<file path="config.mk">
export PLATFORM = sky130hd
export DESIGN_NAME = led_blink_sched
export DESIGN_NICKNAME = d
export VERILOG_FILES = /design/src/rtl/led_blink_sched.sv
export SDC_FILE = /design/constraint.sdc
export NUM_CORES = 1
export LEC_CHECK = 0
export CAP_MARGIN = 20
export CORE_MARGIN = 2
export CORE_UTILIZATION = 48
export DETAILED_ROUTE_END_ITERATION = 10
export PLACE_DENSITY = 0.81
export SLEW_MARGIN = 30
export SYNTH_ARGS = -nofsm -noshare
export SYNTH_HDL_FRONTEND = slang
export SYNTH_SLANG_ARGS = --single-unit
export TNS_END_PERCENT = 100
</file>
<file path="constraint.sdc">
create_clock -name clk -period 4.4 [get_ports clk]
set_clock_uncertainty 0.05 [all_clocks]
set_input_delay 0.88 -clock clk [delete_from_list [all_inputs] [get_ports clk]]
set_output_delay 0.88 -clock clk [all_outputs]
set_load 0.02 [all_outputs]
</file>
<file path="src/rtl/led_blink_sched.sv">
// Round-robin scheduler sharing one LED between NREQ blink-burst requesters.
// Optional LED_PRIO_EN: requester 0 wins every arbitration it takes part in.
module led_blink_sched #(
  parameter int NREQ  = 4,
  parameter int CNT_W = 32,
  parameter int BLK_W = 8
) (
  input  logic                  clk,
  input  logic                  reset_n,
  input  logic [NREQ-1:0]       req,
  input  logic [NREQ*CNT_W-1:0] period,
  input  logic [NREQ*CNT_W-1:0] on_time,
  input  logic [NREQ*BLK_W-1:0] blinks,
  output logic [NREQ-1:0]       grant,
  output logic [NREQ-1:0]       done,
  output logic                  busy,
  output logic                  led
);

  // state | meaning
  // IDLE  | no owner, arbitrating among active requests
  // RUN   | owner's burst in progress, counters advancing
  // DONE  | single cycle, done pulse on owner's bit
  typedef enum logic [1:0] {IDLE, RUN, DONE} state_t;

  localparam int IDX_W = $clog2(NREQ);

  state_t            state, state_nxt;
  logic [IDX_W-1:0]  owner, ptr, win_idx, scan_idx;
  logic              win_vld;
  logic [CNT_W-1:0]  cnt, pm1_l, on_time_l;
  logic [BLK_W-1:0]  bcnt, blinks_l;
  logic [CNT_W-1:0]  per_sel, on_sel;
  logic [BLK_W-1:0]  blk_sel;
  logic              cnt_wrap, burst_end, abort;

  assign per_sel = period[win_idx*CNT_W +: CNT_W];
  assign on_sel  = on_time[win_idx*CNT_W +: CNT_W];
  assign blk_sel = blinks[win_idx*BLK_W +: BLK_W];

  // Search starts one past the last owner and wraps.
  always_comb begin
    win_vld  = 1'b0;
    win_idx  = '0;
    scan_idx = '0;
    for (int k = 1; k <= NREQ; k++) begin
      scan_idx = IDX_W'((int'(ptr) + k) % NREQ);
      if (!win_vld && req[scan_idx]) begin
        win_vld = 1'b1;
        win_idx = scan_idx;
      end
    end
`ifdef LED_PRIO_EN
    if (req[0]) begin
      win_vld = 1'b1;
      win_idx = '0;
    end
`endif
  end

  assign cnt_wrap  = (cnt == pm1_l);
  assign burst_end = (blinks_l == '0) || (cnt_wrap && (bcnt == blinks_l - BLK_W'(1)));
  assign abort     = !req[owner];

  always_comb begin
    state_nxt = state;
    unique case (state)
      IDLE:    if (win_vld) state_nxt = RUN;
      RUN: begin
        if (abort)          state_nxt = IDLE;
        else if (burst_end) state_nxt = DONE;
      end
      DONE:    state_nxt = IDLE;
      default: state_nxt = IDLE;
    endcase
  end

  always_ff @(posedge clk or negedge reset_n) begin
    if (!reset_n) state <= IDLE;
    else          state <= state_nxt;
  end

  always_ff @(posedge clk or negedge reset_n) begin
    if (!reset_n) begin
      grant     <= '0;
      led       <= 1'b0;
      owner     <= '0;
      ptr       <= IDX_W'(NREQ - 1);
      cnt       <= '0;
      bcnt      <= '0;
      pm1_l     <= '0;
      on_time_l <= '0;
      blinks_l  <= '0;
    end else begin
      unique case (state)
        IDLE: begin
          led <= 1'b0;
          if (win_vld) begin
            owner     <= win_idx;
            grant     <= NREQ'(1) << win_idx;
            pm1_l     <= (per_sel == '0) ? '0 : per_sel - CNT_W'(1);
            on_time_l <= on_sel;
            blinks_l  <= blk_sel;
            cnt       <= '0;
            bcnt      <= '0;
          end
        end
        RUN: begin
          if (abort) begin
            led   <= 1'b0;
            grant <= '0;
            ptr   <= owner;
          end else if (burst_end) begin
            led <= 1'b0;
          end else begin
            // led is the registered image of the current count position
            led  <= (cnt < on_time_l);
            cnt  <= cnt_wrap ? '0 : cnt + CNT_W'(1);
            bcnt <= cnt_wrap ? bcnt + BLK_W'(1) : bcnt;
          end
        end
        DONE: begin
          led   <= 1'b0;
          grant <= '0;
          ptr   <= owner;
        end
        default: led <= 1'b0;
      endcase
    end
  end

  assign done = (state == DONE) ? grant : '0;
  assign busy = (state != IDLE);

endmodule

</file>
* After elaboration in Yosys (flattened, before gate mapping)
Index checks and enable logic that the tools add are counted.
** Storage, ports and cells
- Bits in registers :: 123
- Output and inout bits :: 10
- Logic and storage cells :: 101
** Cells by class
- Add/sub/neg operators :: 8
- Order comparisons :: 6
- Eq/ne operators :: 10
- Shift-type cells :: 4
- Multiplexer cells :: 42
- Reductions and logical operators :: 21
** Operator list (number)
- $shiftx A128 B8 Y32 :: 2
- $mux W32 :: 5
- $pmux W32 S2 :: 1
- $add A32 B1 Y32 const B :: 1
- $eq A32 B32 Y1 :: 1
- $logic_not A32 Y1 :: 1
- $lt A32 B32 Y1 :: 1
- $mux W8 :: 4
- $shiftx A32 B6 Y8 :: 1
- $sub A32 B1 Y32 const B :: 1
- $mux W2 :: 8
- $pmux W8 S2 :: 1
- $lt A2 B3 Y1 const B :: 5
- $mux W1 :: 12
- $mux W4 :: 3
- $pmux W4 S3 :: 1
- $bmux W1 S2 :: 5
- $ne A2 B2 Y1 const B :: 5
- $add A8 B1 Y8 const B :: 1
- $eq A8 B8 Y1 :: 1
- $logic_not A8 Y1 :: 1
- $pmux W2 S2 :: 2
- $sub A8 B1 Y8 const B :: 1
- $reduce_and A2 Y1 :: 3
- 15 further kinds :: 24

* Longest topological paths before layout
- Depth after elaboration :: 16
- Mapped depth :: 14
- Mapped depth without buffers :: 12

* Worst setup path before layout
No wires, ideal clock.
- Kind :: input -> register
- Start point :: in req[3]
- End point :: reg pm1_l[30]
- Data arrival time :: 3.792 ns
- Data required time :: 4.268 ns
- Path slack :: 0.476 ns
- Stages on the path :: 13
- Buffers on the path :: 1
- Cell sequence :: and2b_1 -> o21a_2 -> nor3_1 -> buf_6 -> mux4_2 -> inv_1 -> ha_1 -> inv_1 -> a211oi_2 -> nand3_1 -> or2_4 -> or3_1 -> a31oi_1
** On the way
- Cells in the longest elaborated chain, start to end :: 15
- Elaborated cells on any way between the ends :: 27
** RTL lines
- start: declaration :: line 10 : input logic [NREQ-1:0] req,
- $bmux W1 S2 :: line 48 : if (!win_vld && req[scan_idx]) begin
- $mux W1 (not written as such) :: line 48
- $mux W1 :: line 48
- $logic_not A1 Y1 :: line 48
- $logic_and A1 B1 Y1 :: line 48
- $mux W1 :: line 48
- $logic_not A1 Y1 :: line 48
- $logic_and A1 B1 Y1 :: line 48
- $mux W1 :: line 48
- $logic_not A1 Y1 :: line 48
- $logic_and A1 B1 Y1 :: line 48
- $mux W2 :: line 48
- $shiftx A128 B8 Y32 :: line 37 : assign per_sel = period[win_idx*CNT_W +: CNT_W];
- $sub A32 B1 Y32 / $logic_not A32 Y1 (equally long branches) :: line 101 : pm1_l <= (per_sel == '0) ? '0 : per_sel - CNT_W'(1);
- $mux W32 :: line 101
- end signal: assignment :: line 101
- end: declaration :: line 31 : logic [CNT_W-1:0] cnt, pm1_l, on_time_l;
Parallel ways exist; a longest one is shown, timed or not. The select of a mux whose other input is x is not followed.
A chain may end at the register's enable or synchronous reset.

* Worst setup path in the final report
- Start point :: in req[3]
- End point :: reg pm1_l[31]
Same word-level chain as after synthesis.

==> flow_summary.ini <==
[clock_tree]
cts_resized = 0
holdBufCountCts = 0
insertion_delay_ns = 0.43
cts.clk_slew.worst_paths_ns = 0.06
cts_buffers = 17
clock_sinks = 123
cts_buffer_depth = 2
postCtsSetupBuffers = 0
htreeDepth = 4
cts_tree = done
clockRootBuffer = clkbuf_16

[global_route]
antenna_found_initial = 0
grt_overflow = 0
grt_max_degree = 124
grt_pass1_vias = 10360
grt_util_all_layers = 0.2907
grt_pass1_wl_um = 50570

[floorplan]
core_area_um2 = 20170
dieWidth_um = 146.9
die_y_um = 146.9
rows = 52
initial_core_util = 0.4860
ioPinCount = 304
die_area_um2 = 21580

[job]
maxCapViolations = 0

[setup_path]
crit_start = req[3]
reg2reg_from = ptr[0]
cp.required_ns = 4.69
crit_type = input pin to flip-flop
crit_arrival_ns = 4.39
crit_path_max_fanout = 12
crit_path_end_kind = flip-flop
start_kind = input pin

[detailed_routing]
via_per_inst = 5.638
final_antenna_net_count = 0
drc = 0
postRouteWirelength_um = 30940
met1_length_um = 12430
drt_iter0_drc = 808
wl_per_cell_um = 16.92
dr.max_layer_used = met4
dr.pass1.iters = 5
route.met2.wl_um = 15490
route.met3.wl_um = 1854
vias = 10310

[logic_synthesis]
syn_area_per_cell_um2 = 7.830
synth_area_um2 = 9803
ys_types = 76
synthArstFlopShare = 1.000
synth_fp_nets = 1585
synth_top_flop_cell = dfrtp_1
yosysSeqAreaShare = 0.3142
yosys.area_share.simple = 0.3056
synth_xor_area_frac = 0.08105
ys_ff_latch = 123
synth_compound_area_frac = 0.1368
synth_top_family_by_area = simple AND/OR/NAND/NOR gates
ys_warn_count = 0
synthAdderAreaFrac = 0.04978
syn_inst = 1252
synth_mux_area_frac = 0.05743
synth_edf_count = 0

[sta]
hold_viol_final = 0
tightest_slew_ns = 0.7847
post-route-period-util = 0.9305
setup_violations = 0
drv_slew = 0
rsz0062_at_grt = no
finalCriticalPeriod_ns = 4.094
max_freq_mhz = 244.3
setup_tns_ns = 0
holdWs_ns = 0.4326
relSlewSlack = 0.4769

[power]
p_clk_frac = 0.217
cellInternalPower_mw = 4.384
power.net_switching_mw = 3.227
p_leak_nw = 5.974
p_comb_frac = 0.539
p_per_area_nw_per_um2 = 545.6
power_frac_seq = 0.244
vdd_drop_max_mv = 0.3633
swShare = 0.4239

[layout]
antennaDiodeCount = 0
finalNonFillerCells = 1828
area_growth_syn_to_layout_pct = 42.30
final_layout_size_suffix_gt1_frac = 0.09114
finalNetCount = 1879

[placed_design]
post-dp-hpwl_um = 23730
gp_congestion = 0.9137
io_buffers = 303
dp_cells = 1797

[worst_hold_path]
min_path_type = input pin to asynchronous set/reset pin

[run_status]
outcome = complete, no violations
## routing by layer
metal	global-route usage	up-vias
li1	-	4957
met5	0	-
met1	0.3501	4901
met3	0.05559	77
met4	0.1240	0
met2	0.5101	371
## through the flow
step	area [um^2]	worst slack, ns	util	power (mW)
after CTS	13950	0.3070	0.6916	7.622
after floorplan	9803	0.4765	-	4.686
after detailed placement	13260	-0.1120	0.6573	5.941
after global placement	13260	0.004712	0.6573	5.813
after global routing	13950	0.002677	0.6916	8.200
final	13950	0.3060	0.6916	7.611
## layout make-up
type | count | area, um^2
Timing Repair Buffer | 353 | 3443
Inverter | 44 | 165.2
Sequential cell | 123 | 3080
Clock buffer | 17 | 425.4
Fill cell | 1628 | 6220
Multi-Input combinational cell | 1007 | 6231
Clock inverter | 14 | 266.5
Tap cell | 270 | 337.8
## critical path: stages
cell and delay (ns):
clkdlybuf4s50_1 0.42, buf_4 0.15, nor2_1 0.14, nor3_1 0.10, nor3_2 0.48, buf_4 0.32
buf_12 0.14, mux4_2 0.56, nor4_1 0.35, inv_1 0.09, nor3_1 0.22, mux2_2 0.36
o21ai_0 0.15
## power groups by stage
stage | combinational, mW | sequential [mW] | clock, mW
floorplan | 2.90 | 1.79 | 0
global placement | 3.96 | 1.85 | 0
detailed placement | 4.07 | 1.87 | 0
CTS | 4.12 | 1.85 | 1.65
global route | 4.59 | 1.90 | 1.71
finish | 4.10 | 1.86 | 1.65
## sequential cells by signal, summed over array words and instances (netlist names)
| register | cells |
|---|---|
| ptr | 2 |
| owner | 2 |
| bcnt | 8 |
| grant | 4 |
| pm1_l | 32 |
| on_time_l | 32 |
| blinks_l | 8 |
| led | 1 |
| cnt | 32 |
| state | 2 |
## final timing paths
kind / endpoint / cells after the start / slack, ns
min: blinks_l[3] / 2 / 0.43
max: pm1_l[31] / 13 / 0.31
max reg2reg: pm1_l[31] / 11 / 0.62
min reg2reg: on_time_l[0] / 2 / 0.44
min in group clk: on_time_l[0] / 2 / 0.44
max in group asynchronous: pm1_l[1] / 2 / 3.27
## cell usage in the layout, fill, tap and decap left out, types with 4 or more instances in the layout
cell type        count
ha_1                39
bufinv_16            7
a21oi_2              4
clkdlybuf4s50_1    302
xnor2_1             56
and3_1              20
nor3_1              18
a21o_1              13
and2_1              10
nor2_1              60
nand3_1            138
nor2b_1              7
nand2_1            300
o21ai_1             10
nand4_1             24
clkbuf_16           17
o31ai_1             17
mux2i_1             12
buf_4               48
mux4_2              15
or3_1               19
nor2_2               4
nor4_1               7
a311o_1              4
o41ai_1              6
dfrtp_1            121
inv_1               44
mux2_2               8
a21oi_1             20
o21ai_0             84
and4_1               5
a211oi_1             9
nand2b_1             4
xor2_1              31
a31oi_1              7
o311ai_0             4
## synth_stat cells (5+ instances only)
master / count / area share
inv_1: 44 / 0.017
xnor2_1: 56 / 0.050
a21oi_1: 20 / 0.010
mux4_2: 15 / 0.034
nor4_1: 7 / 0.0045
ha_1: 39 / 0.050
mux2_2: 8 / 0.0092
and2_1: 10 / 0.0064
dfrtp_1: 121 / 0.31
nand2b_1: 5 / 0.0032
buf_6: 6 / 0.0069
a21o_1: 13 / 0.010
nand4_1: 24 / 0.015
buf_2: 11 / 0.0056
nor2_1: 61 / 0.023
o31ai_1: 17 / 0.013
nand3_1: 138 / 0.070
buf_4: 6 / 0.0046
clkbuf_1: 48 / 0.018
a31oi_1: 7 / 0.0045
or3_1: 19 / 0.012
nor2b_1: 7 / 0.0045
and4_1: 5 / 0.0045
and3_1: 20 / 0.013
o21ai_1: 10 / 0.0051
mux2i_1: 12 / 0.012
buf_1: 6 / 0.0023
nand2_1: 300 / 0.11
xor2_1: 31 / 0.028
nor3_1: 19 / 0.0097
a211oi_1: 9 / 0.0069
o41ai_1: 6 / 0.0054
o21ai_0: 84 / 0.043
## cells by family (layout without fill, tap and decap cells)
kind of cell / count (synthesis) / count (layout)
AOI/OAI and AO/OA: 203 / 203
xor gates and xnor gates: 89 / 89
adders and majority gates: 39 / 39
buffers and inverters: 122 / 428
DFF: 123 / 123
muxes: 36 / 36
and+or+nand+nor: 640 / 640
Power figures use the tool's default switching activity.
